===== src/rtl/bus_pkg.sv =====
// Shared helpers for the bus crossbar slice.
package bus_pkg;

    // Index width for an n-entry array; never narrower than one bit.
    function automatic int idx_width(input int n);
        return (n > 1) ? $clog2(n) : 1;
    endfunction

endpackage


===== src/rtl/bus_addr_decoder.sv =====
// Maps a byte address onto the lowest-indexed device whose base/mask window matches.
module bus_addr_decoder
    import bus_pkg::*;
#(
    parameter int NrDevices    = 1,
    parameter int AddressWidth = 32,
    parameter int DevIdxW      = idx_width(NrDevices)
) (
    input  logic [AddressWidth-1:0] addr,
    input  logic [AddressWidth-1:0] base [NrDevices],
    input  logic [AddressWidth-1:0] mask [NrDevices],
    output logic [DevIdxW-1:0]      device_sel,
    output logic                    unmapped
);

    // Scan downwards so that the lowest matching index is the last one written.
    always_comb begin
        device_sel = '0;
        unmapped   = 1'b1;
        for (int d = NrDevices - 1; d >= 0; d--) begin
            if ((addr & mask[d]) == base[d]) begin
                device_sel = DevIdxW'(d);
                unmapped   = 1'b0;
            end
        end
    end

endmodule


===== src/rtl/bus.sv =====
// Fixed-priority host-to-device crossbar with one-cycle response routing.
module bus
    import bus_pkg::*;
#(
    parameter int NrDevices    = 1,
    parameter int NrHosts      = 1,
    parameter int DataWidth    = 32,
    parameter int AddressWidth = 32
) (
    input  logic                      clk_i,
    input  logic                      rst_ni,

    input  logic                      host_req_i    [NrHosts],
    output logic                      host_gnt_o    [NrHosts],
    input  logic [AddressWidth-1:0]   host_addr_i   [NrHosts],
    input  logic                      host_we_i     [NrHosts],
    input  logic [DataWidth/8-1:0]    host_be_i     [NrHosts],
    input  logic [DataWidth-1:0]      host_wdata_i  [NrHosts],
    output logic                      host_rvalid_o [NrHosts],
    output logic [DataWidth-1:0]      host_rdata_o  [NrHosts],
    output logic                      host_err_o    [NrHosts],

    output logic                      device_req_o    [NrDevices],
    output logic [AddressWidth-1:0]   device_addr_o   [NrDevices],
    output logic                      device_we_o     [NrDevices],
    output logic [DataWidth/8-1:0]    device_be_o     [NrDevices],
    output logic [DataWidth-1:0]      device_wdata_o  [NrDevices],
    input  logic                      device_rvalid_i [NrDevices],
    input  logic [DataWidth-1:0]      device_rdata_i  [NrDevices],
    input  logic                      device_err_i    [NrDevices],

    input  logic [AddressWidth-1:0]   cfg_device_addr_base [NrDevices],
    input  logic [AddressWidth-1:0]   cfg_device_addr_mask [NrDevices]
);

    localparam int HostIdxW = idx_width(NrHosts);
    localparam int DevIdxW  = idx_width(NrDevices);

    logic [HostIdxW-1:0] host_sel;
    logic                host_valid;
    logic [DevIdxW-1:0]  device_sel;
    logic                unmapped;

    logic [HostIdxW-1:0] host_sel_q;
    logic [DevIdxW-1:0]  device_sel_q;
    logic                unmapped_q;

    always_comb begin
        host_sel   = '0;
        host_valid = 1'b0;
        for (int h = NrHosts - 1; h >= 0; h--) begin
            if (host_req_i[h]) begin
                host_sel   = HostIdxW'(h);
                host_valid = 1'b1;
            end
        end
    end

    bus_addr_decoder #(
        .NrDevices    (NrDevices),
        .AddressWidth (AddressWidth),
        .DevIdxW      (DevIdxW)
    ) u_addr_decoder (
        .addr       (host_addr_i[host_sel]),
        .base       (cfg_device_addr_base),
        .mask       (cfg_device_addr_mask),
        .device_sel (device_sel),
        .unmapped   (unmapped)
    );

    always_comb begin
        for (int h = 0; h < NrHosts; h++) begin
            host_gnt_o[h] = host_valid && (host_sel == HostIdxW'(h));
        end
    end

    // Payload fans out to every device; only req qualifies it.
    always_comb begin
        for (int d = 0; d < NrDevices; d++) begin
            device_req_o[d]   = host_valid && !unmapped && (device_sel == DevIdxW'(d));
            device_addr_o[d]  = host_addr_i[host_sel];
            device_we_o[d]    = host_we_i[host_sel];
            device_be_o[d]    = host_be_i[host_sel];
            device_wdata_o[d] = host_wdata_i[host_sel];
        end
    end

    always_ff @(posedge clk_i or negedge rst_ni) begin
        if (!rst_ni) begin
            host_sel_q   <= '0;
            device_sel_q <= '0;
            unmapped_q   <= 1'b0;
        end else if (host_valid) begin
            host_sel_q   <= host_sel;
            device_sel_q <= device_sel;
            unmapped_q   <= unmapped;
        end else begin
            unmapped_q   <= 1'b0;
        end
    end

    always_comb begin
        for (int h = 0; h < NrHosts; h++) begin
            host_rvalid_o[h] = 1'b0;
            host_rdata_o[h]  = '0;
            host_err_o[h]    = 1'b0;
            if (host_sel_q == HostIdxW'(h)) begin
                host_rvalid_o[h] = device_rvalid_i[device_sel_q] | unmapped_q;
                host_rdata_o[h]  = unmapped_q ? '0 : device_rdata_i[device_sel_q];
                host_err_o[h]    = device_err_i[device_sel_q] | unmapped_q;
            end
        end
    end

endmodule


===== config.mk =====
export PLATFORM = sky130hd
export DESIGN_NAME = bus
export DESIGN_NICKNAME = d
export VERILOG_FILES = /design/src/rtl/bus_pkg.sv /design/src/rtl/bus_addr_decoder.sv /design/src/rtl/bus.sv
export SDC_FILE = /design/constraint.sdc
export NUM_CORES = 1
export LEC_CHECK = 0
export CAP_MARGIN = 20
export CORE_AREA = 2 2 105 107
export CTS_CLUSTER_DIAMETER = 120
export DETAILED_ROUTE_END_ITERATION = 10
export DIE_AREA = 0 0 107 109
export GPL_ROUTABILITY_DRIVEN = 0
export SYNTH_ARGS = -nofsm -noshare
export SYNTH_HDL_FRONTEND = slang
export SYNTH_SLANG_ARGS = --single-unit

===== constraint.sdc =====
create_clock -name clk_i -period 1.3 [get_ports clk_i]
set_input_delay 0.195 -clock clk_i [delete_from_list [all_inputs] [get_ports clk_i]]
set_output_delay 0.195 -clock clk_i [all_outputs]
set_load 0.005 [all_outputs]

==> results of run 1 <==
[repair_timing]
action                                  4_1_cts  5_1_grt
pin swaps                                    49       35
cloned                                        0        0
endpoints found under the setup margin       69        2
resized for setup                           185       93
[worst max-delay path, stage by stage]
cell and delay [ns]:
dlygate4sd2_1 0.25, a21oi_1 0.14, o22a_1 0.17, nand4_1 0.15
nor4_4 0.33, and2_1 0.16, buf_2 0.11
[area by class of cell]
class / instances / area (µm²)
sequential: 1 / 26.28
fill: 1153 / 7605
multi-input combinational: 121 / 929.6
timing repair buffer: 211 / 1867
tap: 140 / 175.2
[path summary, 6_finish.rpt]
path                            startpoint              to  slack (ns)
worst max-delay path       host_addr_i[31]    device_req_o       -0.40
worst min-delay path                rst_ni      unmapped_q        0.34
max in group asynchronous           rst_ni      unmapped_q        0.85
min in group clk_i            host_be_i[0]  device_be_o[0]        0.39
[cells in the mapped netlist (all sizes together)]
cell type  count  area [µm²]
buf           70       525.5
nor2b         33       206.5
a21oi         16       80.08
and3          16       100.1
a211oi         8       80.08
a21boi         8       60.06
a21o           8       60.06
and3b          8       70.07
nand3          8       40.04
o22a           8       70.07
nand4          4       31.28
clkbuf         3       11.26
or2            2       12.51
and2           1       6.260
dfrtp          1       25.02
nor4           1       12.51
[routing by layer]
metal | wire [µm] | global-route usage
met5 | 0 | 0
met4 | 127 | 0.02041
met3 | 630 | 0.02391
met2 | 3047 | 0.1592
met1 | 2074 | 0.09539
[through the flow]
step / total power (W) / setup TNS, ns
finish: 0.0008031 / -0.6314
global route: 0.0008697 / -0.8249
CTS: 0.0008080 / -0.8861
detailed placement: 0.0009140 / -12.39
global placement: 0.0009065 / -11.90
floorplan: 0.0003777 / 0
[logic make-up after synthesis]
family | Yosys count | share of synthesized area
buffers and inverters | 73 | 0.3858
flip-flops | 1 | 0.01798
AND/OR/NAND/NOR | 73 | 0.3444
AO/OA/AOI/OAI | 48 | 0.2518
[power breakdown]
group          switching [W]  internal, W  leakage, nW
Combinational       0.000252     0.000513         1.51
Sequential        0.00000440    0.0000336       0.0107
Clock                      0            0            0
==> results by group, run 1 <==
Layout
  • Commonest non-fill, non-tap cell in the layout: clkdlybuf4s50_1
  • Layout cell share with drive strength beyond 1: 0.2402
  • Finished Cell Area: 2998 µm²
  • Syn-to-layout area delta: 115.5%
  • Final Non-Filler Cells: 473
  • Fin util: 0.2827
  • Largest reg by FF count: unmapped_q
  • Number of flip-flops in the largest register: 1
  • Ant diodes: 0
  • Biggest regs: unmapped_q: 1 flops
  • Most frequent cells in the layout: 67 x clkdlybuf4s50_1, 62 x dlygate4sd2_1, 31 x nor2b_1, 31 x clkbuf_2, 24 x clkdlybuf4s15_1
  • Post-layout nets: 505

Worst setup path
  • Critical path endpoint category: output port
  • CP required: 1.11 ns
  • CP Class: input pin to output port
  • Data arrival, critical path: 1.50 ns
  • Critical path peak fanout: 3
  • Critical Path Start Type: input pin

STA
  • RSZ-0062 raised after global routing: yes
  • Worst slew pin tran: 0.2446 ns
  • Fin crit period: 1.695 ns
  • Min Hold Slack: 0.3440 ns
  • Final hold vios: 0
  • Final WS setup: -0.3953 ns
  • Period utilisation layout: 1.304
  • Max_slew headroom: 0.8366
  • Final setup viols: 2
  • Fin. max-slew vios: 0
  • Fmax: 589.9 MHz

Synth
  • Distinct cell type count after synthesis: 18
  • Sequential cell area fraction in the yosys report: 0.01799
  • Synth Warn #: 0
  • Mapped Cells: 195
  • Syn avg cell area: 7.135 µm²
  • Synthesized Nets: 365
  • FF+latch count, synth: 1
  • Mapped Area: 1391 µm²

Placed design
  • Placed cells: 473
  • Placement Setup Slack: -1.225 ns
  • DPL Wire Length: 5.210 mm
  • IO buf count: 200
  • Dpl cell area: 3127 µm²

Detailed routing
  • Routed length per instance: 12.43 µm
  • Residual DRC count: 0
  • DRT Wirelength: 5.879 mm
  • Routed vias: 1853
  • Via-per-instance ratio: 3.918
  • Antenna-violating nets left: 0
  • DRT Pass-1 Iters: 4
  • 1st-iter DRT viols: 27

Global route
  • Pin count of the biggest net entering global routing: 25
  • Antenna violations before repair: 0
  • GR Overflow Total: 0
  • Vias in the first global route: 1772
  • Total Routing Usage GR: 0.08517
  • First-pass GRT wire length: 8.231 mm

Clocking
  • Hold_buf cts: 0
  • Worst-path clk slew: 0 ns
  • Post-CTS setup repair buffer count: 0

Floorplanning
  • Initial Util: 0.1312
  • Die Span Y: 109 µm
  • Die area: 11660 µm²
  • FP Rows: 38
  • I/O Pins: 275
  • Core ar.: 10600 µm²
  • Die Wd: 107 µm

Pwr
  • Cell area power density: 267.9 nW/µm²
  • Peak supply drop: 0.09753 mV
  • Leak: 1.520 nW

Worst hold path
  • Worst min path class: input pin to asynchronous set/reset pin

Outcome
  • Failing checks: setup timing
  • Status: finished, violations left

Flow run
  • Max Cap Violations: 0
Power figures use the tool's default switching activity.
==> inputs of run 2 (changes only) <==
GPL_ROUTABILITY_DRIVEN = not set   (was 0)
RECOVER_POWER = 25   (was not set)
==> results of run 2 <==
Same layout as run 1: the final DEF is identical, and so are final timing and power.
